==> src/rtl/shift_req_stage_pkg.sv <==
// Shared types and helpers for the shift request stage and its barrel shifter.
package shift_pkg;

    localparam int unsigned DATA_W = 8;
    localparam int unsigned AMT_W  = 3;

    typedef struct packed {
        logic [DATA_W-1:0] data;
        logic [AMT_W-1:0]  amt;
    } shift_req_t;

    // Ones in the top amt bits mark the bits that fall off the left edge.
    function automatic logic lost_bits(input logic [DATA_W-1:0] data,
                                       input logic [AMT_W-1:0]  amt);
        logic [DATA_W-1:0] mask;
        mask = ~({DATA_W{1'b1}} >> amt);
        return |(data & mask);
    endfunction

endpackage

==> src/rtl/shift_req_stage_barrel_shift.sv <==
// Combinational logarithmic left barrel shifter, zero fill, truncated to DATA_W.
module barrel_shift
    import shift_pkg::*;
(
    input  logic [DATA_W-1:0] data_in,
    input  logic [AMT_W-1:0]  shift_amount,
    output logic [DATA_W-1:0] data_out_c
);

    logic [DATA_W-1:0] stage;

    // One conditional power-of-two shift per amount bit.
    always_comb begin
        stage = data_in;
        for (int unsigned i = 0; i < AMT_W; i++) begin
            if (shift_amount[i]) begin
                stage = stage << (1 << i);
            end
        end
        data_out_c = stage;
    end

endmodule

==> src/rtl/shift_req_stage.sv <==
// Request FIFO + registered result stage wrapped around barrel_shift,
// with valid/ready handshakes on both sides and a completed-operation counter.
module shift_req_stage
    import shift_pkg::*;
#(
    parameter int unsigned DEPTH = 2,
    parameter int unsigned CNT_W = 8
) (
    input  logic              clk,
    input  logic              rst,
    input  logic              in_valid,
    output logic              in_ready,
    input  logic [DATA_W-1:0] in_data,
    input  logic [AMT_W-1:0]  in_amt,
    output logic              out_valid,
    input  logic              out_ready,
    output logic [DATA_W-1:0] out_data,
    output logic [AMT_W-1:0]  out_amt,
    output logic              out_lost,
    output logic [CNT_W-1:0]  done_cnt
);

    localparam int unsigned PTR_W = (DEPTH > 1) ? $clog2(DEPTH) : 1;
    localparam int unsigned FILL_W = $clog2(DEPTH + 1);

    shift_req_t        mem [DEPTH];
    logic [PTR_W-1:0]  wr_ptr;
    logic [PTR_W-1:0]  rd_ptr;
    logic [FILL_W-1:0] count;

    shift_req_t        wr_req;
    shift_req_t        head;
    logic              push;
    logic              pop;
    logic [DATA_W-1:0] shift_res;

    // in_ready depends only on registered count, so a pop cannot free a slot this cycle.
    assign in_ready = (count != FILL_W'(DEPTH));
    assign push     = in_valid & in_ready;
    assign pop      = (count != '0) & (~out_valid | out_ready);
    assign wr_req   = '{data: in_data, amt: in_amt};
    assign head     = mem[rd_ptr];

    barrel_shift u_shift (
        .data_in      (head.data),
        .shift_amount (head.amt),
        .data_out_c   (shift_res)
    );

    // Storage needs no reset: only entries below count are ever read.
    always_ff @(posedge clk) begin
        if (push) begin
            mem[wr_ptr] <= wr_req;
        end
    end

    always_ff @(posedge clk or posedge rst) begin
        if (rst) begin
            wr_ptr    <= '0;
            rd_ptr    <= '0;
            count     <= '0;
            out_valid <= 1'b0;
            out_data  <= '0;
            out_amt   <= '0;
            out_lost  <= 1'b0;
            done_cnt  <= '0;
        end else begin
            if (push) begin
                wr_ptr <= wr_ptr + PTR_W'(1);
            end
            if (pop) begin
                rd_ptr <= rd_ptr + PTR_W'(1);
            end

            case ({push, pop})
                2'b10:   count <= count + FILL_W'(1);
                2'b01:   count <= count - FILL_W'(1);
                default: count <= count;
            endcase

            if (pop) begin
                out_valid <= 1'b1;
                out_data  <= shift_res;
                out_amt   <= head.amt;
                out_lost  <= lost_bits(head.data, head.amt);
            end else if (out_valid && out_ready) begin
                out_valid <= 1'b0;
            end

            if (out_valid && out_ready) begin
                done_cnt <= done_cnt + CNT_W'(1);
            end
        end
    end

endmodule

==> config.mk <==
export PLATFORM = sky130hd
export DESIGN_NAME = shift_req_stage
export DESIGN_NICKNAME = d
export VERILOG_FILES = /design/src/rtl/shift_req_stage_pkg.sv /design/src/rtl/shift_req_stage_barrel_shift.sv /design/src/rtl/shift_req_stage.sv
export SDC_FILE = /design/constraint.sdc
export NUM_CORES = 1
export LEC_CHECK = 0
export ABC_CLOCK_PERIOD_IN_PS = 5100
export BUFFER_PORTS_ARGS = -buffer_cell sky130_fd_sc_hd__buf_2
export CORE_MARGIN = 1
export CORE_UTILIZATION = 30
export CTS_BUF_LIST = sky130_fd_sc_hd__clkbuf_4 sky130_fd_sc_hd__clkbuf_8
export DETAILED_ROUTE_END_ITERATION = 12
export PLACE_DENSITY = 0.57
export SYNTH_ARGS = -nofsm -noshare
export SYNTH_HDL_FRONTEND = slang
export SYNTH_SLANG_ARGS = --single-unit
export TNS_END_PERCENT = 30
==> constraint.sdc <==
create_clock -name clk -period 5.1 [get_ports clk]
set_input_delay 1.02 -clock clk [delete_from_list [all_inputs] [get_ports clk]]
set_output_delay 1.02 -clock clk [all_outputs]
set_load 0.02 [all_outputs]
After elaboration in Yosys (flattened, before gate mapping)
Memories as Yosys holds them, arrays and structs flattened.
Index checks and enable logic that the tools add are counted.
Widths: inputs -> output; s select.

operators by class
  multiplexer cells = 8
  shifts and indexed selects = 1
  bitwise operators = 6
  $add $sub $neg = 5
  reduce and logical (&&, ||, !) cells = 5
  equality and inequality tests = 3

operators by type and width
  kind                 number
  $mux 8               3
  $add 8x1->8 const B  1
  $and 8x8->8          1
  $not 8->8            1
  $reduce_or 8->1      1
  $shr 8x3->8 const A  1
  $reduce_bool 2->1    3
  $mux 1               4
  $pmux 2 s2           1
  $add 1x1->1 const B  2
  $add 2x1->2 const B  1
  $and 1x1->1          2
  $eq 2x1->1 const B   1
  $eq 2x2->1 const B   1
  $ne 2x2->1 const B   1
  $sub 2x1->2 const B  1
  $logic_and 1x1->1    1
  $not 1->1            1
  $or 1x1->1           1

word-level totals
  bits in writable memories = 22
  logic and storage cells = 37
  memories kept = 1
  bits in registers = 25
  output and inout bits = 22
  input port bits = 15

memories
  memory  depth  width  read ports  clocked after Yosys merged registers in  wr ports  line                   RTL
  mem     2      11     1           0                                        1         shift_req_stage.sv:26  shift_req_t mem [DEPTH];

Depth between registers and ports, before layout
Gate-level depths: netlist (run 1).

  word-level depth = 5
  depth in mapped cells = 8
  depth with buffers taken out = 7

By module
A second synthesis (run 1) with hierarchy kept.

second synthesis, totals
  cells, all modules = 157
  area, all modules = 2218.4 um^2

modules (own cells, without submodules)
  module           area an instance (um^2)  instances  cells each
  shift_req_stage  1944.4                   1          129
  barrel_shift     274.0                    1          28

Worst setup path after synthesis (run 1)
OpenSTA, ideal clock, no wires.

  path kind = input-to-reg
  from = input out_ready
  to = register count[1]
  library setup time = 0.079 ns
  arrival = 2.217 ns
  buffers on the path = 1
  setup slack = 2.804 ns
  cell stages on the path = 7
  data required time = 5.021 ns
  path through = nand2b_1 o21ai_1 inv_1 clkbuf_1 ha_1 nor2_1 xor2_1

on the way
  word-level cells in the longest chain between the ends = 4
  elaborated cells between the ends (all ways) = 6

ends and longest elaborated chain
  element                                                 line                   RTL
  from (decl)                                             shift_req_stage.sv:16  input logic out_ready,
  $or 1x1->1 *                                            shift_req_stage.sv:40  assign pop = (count != '0) & (~out_valid | out_ready);
  $and 1x1->1 *                                           shift_req_stage.sv:40
  via pop                                                 shift_req_stage.sv:34  logic pop;
  $eq 2x1->1 / $eq 2x2->1 (equally long branches)         shift_req_stage.sv:75  case ({push, pop})
  $pmux 2 s2 / $reduce_bool 2->1 (equally long branches)  --
  to (signal assigned)                                    shift_req_stage.sv:76  2'b10: count <= count + FILL_W'(1);
  to (signal assigned)                                    shift_req_stage.sv:77  2'b01: count <= count - FILL_W'(1);
  to (signal assigned)                                    shift_req_stage.sv:78  default: count <= count;
  to (decl)                                               shift_req_stage.sv:29  logic [FILL_W-1:0] count;

The timed path passes the listed nets; every way through them passes the cells marked *.
A chain may end at the register's enable or synchronous reset.

Worst setup path in the final report (run 1)
  from = register rd_ptr
  to = register out_data[7]

on the way
  word-level cells in the longest chain between the ends = 4

ends and longest elaborated chain
  element                 line                                RTL
  from (decl)             shift_req_stage.sv:28               logic [PTR_W-1:0] rd_ptr;
  from (signal assigned)  shift_req_stage.sv:72               rd_ptr <= rd_ptr + PTR_W'(1);
  $mem_v2 2x11 *          --
  $mux 8 (2 in a row)     shift_req_stage_barrel_shift.sv:16  if (shift_amount[i]) begin
  $mux 8 *                shift_req_stage_barrel_shift.sv:16
  to (signal assigned)    shift_req_stage.sv:83               out_data <= shift_res;
  to (decl)               shift_req_stage.sv:17               output logic [DATA_W-1:0] out_data,

Mark *: on every way between the ends. The rest lies on a longest branch, timed or not.

==> results of run 1 <==
==> sequential cells by signal, summed over array words and instances (netlist names) <==
signal     cells
out_data       8
out_valid      1
mem           22
count          2
wr_ptr         1
done_cnt       8
rd_ptr         1
out_amt        3
out_lost       1
==> report_power, final <==
group	internal [mW]	leakage [nW]	switching, mW
Clock	0.146	0.0581	0.125
Sequential	0.536	0.508	0.117
Combinational	0.270	0.487	0.380
==> cell type report <==
| class | instances | share of cell area, % |
|---|---|---|
| well taps | 96 | 4.82 |
| inverters | 5 | 0.754 |
| flip-flops and latches | 47 | 51.7 |
| clock inverters | 3 | 1.76 |
| clock buffers | 5 | 2.76 |
| multi-input cells | 109 | 31.0 |
| repair buffers | 36 | 7.24 |
==> cells in the mapped netlist (all sizes together), types with 5 or more instances <==
cell / count / area [µm²]
a21oi: 6 / 30.0
dfrtp: 25 / 626
edfxtp: 22 / 661
inv: 5 / 18.8
mux2: 6 / 67.6
mux2i: 13 / 134
nand2: 16 / 60.1
nand3: 5 / 25.0
nor2: 14 / 52.6
o21ai: 8 / 40.0
xnor2: 9 / 78.8
==> metal layers <==
metal	global-route usage, %	wire (µm)
met5	0	0
met1	14.9	1850
met3	2.89	158
met2	18.8	1860
met4	4.55	70
==> metrics by stage <==
stage	worst slack, ns	util, %	cells	area (µm²)	power, mW
floorplan	2.80	-	166	2110	1.15
global placement	2.16	35.0	293	2380	1.31
detailed placement	2.12	35.0	293	2380	1.32
CTS	2.28	36.6	301	2490	1.59
global route	2.11	36.6	301	2490	1.69
finish	2.31	36.6	301	2490	1.57
==> worst register-to-register path, cell delays in order (launching register included) <==
cell and delay, ns:
dfrtp_1 0.95, mux2i_2 0.93, mux2i_1 0.28, a222oi_1 0.40, a21oi_1 0.12
==> kinds of logic after synthesis <==
family | after synthesis
buffers and inverters | 10
multiplexers | 19
adder cells (fa/ha/maj) | 2
XOR/XNOR | 12
flip-flops | 47
AO/OA/AOI/OAI | 34
AND/OR/NAND/NOR | 42
==> final timing paths <==
| kind | end | cells past startpoint |
|---|---|---|
| max | out_data[7]$_DFFE_PP0P_ | 4 |
| min | done_cnt[7]$_DFFE_PP0P_ | 1 |
| max reg2reg | out_data[7]$_DFFE_PP0P_ | 4 |
| min reg2reg | done_cnt[7]$_DFFE_PP0P_ | 1 |
| max in group asynchronous | out_data[7]$_DFFE_PP0P_ | 2 |
| min in group asynchronous | done_cnt[6]$_DFFE_PP0P_ | 2 |
==> reports/metrics.yaml, run 1 <==
status: "complete, no violations"
tns_ns: 0
holdCritStartpoint: "done_cnt[7]$_DFFE_PP0P_"
r2r-start: "rd_ptr$_DFFE_PP0P_"
dpl.hpwl_um: 2900
yosys.area_share.simple_pct: 8.60
grt_max_degree: 26
dr_total_vias: 1345
slew_violations: 0
rsz0062_at_grt: "false"
worstMarginPinSlew_ns: 1.00
fillerInstances: 683
p_leak_nw: 1.05
crit_type: "flop to flop"
synthArstFlopShare_pct: 53.2
drive_gt1_share_pct: 26.8
path_clk_slew_ns: 0.09
coreArea_mm2: 0.00679
port_buffers: 36
synthToLayoutAreaGrowth_pct: 18.0
end_kind: "flop"
synth_nets: 183
regArea_mm2: 0.00129
routedWlPerCell_um: 13.1
dieArea_mm2: 0.00738
setup_viol: 0
finalHoldViolations: 0
yosys_warnings: 0
first_iter_violations: 93
ir_worst_vdd_mv: 0.277
synth_top_family_by_area: "compound AO/OA/AOI/OAI gates"
grt_pass1_wl_um: 6620
synth_cell_types: 40
synthesis.instances: 166
cts_setup_buffers: 0
worstPathArrival_ns: 2.97
fin_worst_skew_ns: 0.00720
cts_resized: 0
multi_input_area_um2: 772
clock-sinks: 47
cts_buffer_depth: 2
nets: 221
critical_path.startpoint: "rd_ptr$_DFFE_PP0P_"
synth_edf_count: 22
ys_ff_latch: 47
synthMuxAreaShare_pct: 9.54
drt_pass1_iterations: 4
drc_errors: 0
synth_fa_ha_area_share_pct: 1.19
whs_ns: 0.474
slowest_stage: "dfrtp_1"
syn-cell-area_mm2: 0.00211
syn_avg_cell_area_um2: 12.7
worst-path-buf-inv: 0
period_share_pct: 54.8
start_kind: "flop"
critPathTopFamily: "multiplexers"
max_freq_mhz: 358
ioPinCount: 37
grt.overflow.total: 0
fp.dieW_um: 85.9
slew_headroom_pct: 31.9
synth_seq_area_share_pct: 60.9
cts_tree: "yes"
holdBufCountCts: 0
fin_crit_ns: 2.79
n_antenna_cell: 0
clock-root-buffer: "clkbuf_8"
rows: 30
grt_usage_pct: 11.6
maxCapViolations: 0
htreeDepth: 2
path_max_fanout: 22
crit_chain: "mux2i_2 > mux2i_1 > a222oi_1 > a21oi_1"
viasPerCell: 4.47
numCtsBuffers: 5
synth_top_flop_cell: "dfrtp_1"
die_height_um: 85.9
synth_compound_area_share_pct: 12.3
worstHoldPathType: "flop to flop"
start_util_pct: 31.1
antenna_found_initial: 0
final_common_cell: "buf_2"
synth_xor_area_share_pct: 4.98
place_congestion: 0.742
insertion_delay_ns: 0.30
grt_pass1_vias: 1368
slowest_delay_ns: 0.95
rrSetupSlack_ns: 2.31
ant_nets: 0
power.density_mw_per_mm2: 632
critPathRequiredTime_ns: 5.27
wl_um: 3940
mostFrequentLayoutCells: "36 x buf_2, 25 x dfrtp_1, 22 x edfxtp_1"
(Power assumes the default switching activity.)
==> run 2, diff against run 1 <==
--- a/config.mk
+++ b/config.mk
@@ -5,7 +5,7 @@
 export SDC_FILE = /design/constraint.sdc
 export NUM_CORES = 1
 export LEC_CHECK = 0
-export ABC_CLOCK_PERIOD_IN_PS = 5100
+export ABC_CLOCK_PERIOD_IN_PS = 2830
 export BUFFER_PORTS_ARGS = -buffer_cell sky130_fd_sc_hd__buf_2
 export CORE_MARGIN = 1
 export CORE_UTILIZATION = 30
==> constraint.sdc (replaced) <==
create_clock -name clk -period 2.83 [get_ports clk]
set_input_delay 0.566 -clock clk [delete_from_list [all_inputs] [get_ports clk]]
set_output_delay 0.566 -clock clk [all_outputs]
set_load 0.02 [all_outputs]
==> run 2 against run 1 <==
First-iteration DRC count rose by 2.2%. Core utilization increased by 0.57 points. Setup slack got worse by 1.7 ns. Global-route usage up 0.95 points. Clock power up 93%. Final area up 1.6%. Combinational power rose by 92%. Sequential power grew 76%. Worst hold slack lost 0.026 ns. Largest power group is now combinational cells. Highest routed layer unchanged.
==> reports/metrics.yaml, run 2 (synthesized netlist as in run 1, its figures left out) <==
mostFrequentLayoutCells: "36 x buf_2, 25 x dfrtp_1, 22 x edfxtp_1"
global_route.usage.met3_pct: 2.79  # -0.096 points
coreArea_mm2: 0.00679  # unchanged
critical_path.startpoint: "rd_ptr$_DFFE_PP0P_"
worst-path-buf-inv: 0  # unchanged
crit_type: "flop to flop"
clock-sinks: 47  # unchanged
drive_gt1_share_pct: 28.2  # +1.4 points
viasPerCell: 4.64  # +3.9%
grt.overflow.total: 0  # unchanged
end_kind: "flop"
grt_max_degree: 26  # unchanged
worstMarginPinSlew_ns: 0.938  # -0.0634 ns
max_freq_mhz: 454  # +27%
seqPwrFrac_pct: 39.3  # -2.2 points
slowest_delay_ns: 0.62  # -0.33 ns
cts_buffer_depth: 2  # unchanged
critPathTopFamily: "multiplexers"
tns_ns: 0  # unchanged
dr_total_vias: 1416  # +5.3%
maxCapViolations: 0  # unchanged
grt_use_met2_pct: 19.6  # +0.79 points
grt_usage_pct: 12.5  # +0.95 points
fp.dieW_um: 85.9  # unchanged
top_register: "mem"
busiest_layer: "met2"
start_util_pct: 31.1  # unchanged
pwr-share-clk_pct: 17.9  # +0.7 points
worstPathArrival_ns: 2.38  # -0.59 ns
start_kind: "flop"
path_clk_slew_ns: 0.09  # about the same
cts_setup_buffers: 0  # unchanged
swShare_pct: 39.4  # -0.12 points
synthToLayoutAreaGrowth_pct: 19.8
numCtsBuffers: 5  # unchanged
drt_pass1_iterations: 5  # +1
n_antenna_cell: 0  # unchanged
cts_tree: "yes"
path_max_fanout: 10  # -55%
period_share_pct: 77.9  # +23 points
grt_pass1_wl_um: 7090  # +7.2%
largest_register_ffs: 22  # unchanged
power.density_mw_per_mm2: 1160  # +83%
grt_pass1_vias: 1399  # +2.3%
holdBufCountCts: 0  # unchanged
routedWlPerCell_um: 13.5  # +3.4%
dieArea_mm2: 0.00738  # unchanged
worstHoldPathType: "input pin to async pin"
wl_um: 4120  # +4.7%
dpl.hpwl_um: 3030  # +4.4%
fin_crit_ns: 2.20  # -0.591 ns
nets: 225  # +1.8%
final_util_pct: 37.2  # +0.57 points
top_regs: "mem x22, done_cnt x8, out_data x8"
regArea_mm2: 0.00129  # unchanged
switchingPower_mw: 1.15  # +85%
ant_nets: 0  # unchanged
slowest_stage: "dfrtp_1"
rows: 30  # unchanged
critPathRequiredTime_ns: 3.01  # -2.26 ns
insertion_delay_ns: 0.31  # about the same
comb_power_share_pct: 42.8  # +1.5 points
finalHoldViolations: 0  # unchanged
first_iter_violations: 95  # +2.2%
p_leak_nw: 1.08  # +2.2%
place_congestion: 0.778  # +4.8%
clock-root-buffer: "clkbuf_8"
port_buffers: 36  # unchanged
rsz0062_at_grt: "false"
final_common_cell: "buf_2"
r2r-start: "rd_ptr$_DFFE_PP0P_"
intPower_mw: 1.77  # +86%
ioPinCount: 37  # unchanged
drc_errors: 0  # unchanged
ir_worst_vdd_mv: 0.433  # +56%
cpMostUsedCell: "mux2i_1"
multi_input_area_um2: 772  # unchanged
slew_violations: 0  # unchanged
gr-usage-met1_pct: 16.8  # +1.9 points
status: "complete, no violations"
fillerInstances: 676  # -1.0%
antenna_found_initial: 0  # unchanged
fin_worst_skew_ns: 0.0109  # +0.00369 ns
crit_chain: "mux2i_1 > mux2i_1 > mux2i_1 > a222oi_1 > a21oi_1"
slew_headroom_pct: 37.4  # +5.5 points
htreeDepth: 2  # unchanged
cts_resized: 0  # unchanged
die_height_um: 85.9  # unchanged
setup_viol: 0  # unchanged
run 2: per-stage QoR:
stage / total power [mW] / hold WS (ns) / setup slack, ns / area (µm²) / instances
2_1_floorplan: 2.07 / 0.461 / 0.988 / 2110 / 166
3_3_place_gp: 2.41 / 0.456 / 0.663 / 2410 / 297
3_5_place_dp: 2.43 / 0.454 / 0.688 / 2410 / 297
4_1_cts: 2.95 / 0.438 / 0.676 / 2530 / 305
5_1_grt: 3.14 / 0.436 / 0.539 / 2530 / 305
6_report: 2.92 / 0.448 / 0.627 / 2530 / 305
run 2: power by group through the flow:
stage	combinational, mW	sequential, mW	clock, mW
after CTS	1.26	1.15	0.535
after detailed placement	1.26	1.17	0
final	1.25	1.15	0.522
after floorplan	0.787	1.28	0
after global routing	1.40	1.19	0.560
after global placement	1.24	1.16	0
run 2: worst paths after layout:
kind | slack [ns] | end | cells after the start
max | 0.63 | out_data[7]$_DFFE_PP0P_ | 5
min | 0.45 | done_cnt[5]$_DFFE_PP0P_ | 2
max reg2reg | 0.63 | out_data[7]$_DFFE_PP0P_ | 5
min reg2reg | 0.47 | out_data[1]$_DFFE_PP0P_ | 2
max in group asynchronous | 1.80 | out_data[7]$_DFFE_PP0P_ | 2
min in group clk | 0.45 | mem[1][8]$_DFFE_PP_ | 1
run 2: cell type report:
type	count	share of cell area [%]
clock buffer	6	3.27
clock inverter	2	1.53
inverter	5	0.742
multi-input combinational	109	30.5
sequential	47	50.9
tap	96	4.75
timing repair buffer	40	8.31
run 2: per-layer routing:
metal  routed length (µm)  part of all wire (%)  vias to the layer above
li1                     -                     -                      692
met1                 1950                    47                      688
met2                 1960                    47                       30
met3                  146                   3.5                        6
met4                   72                   1.7                        0
met5                    0                     0                        -
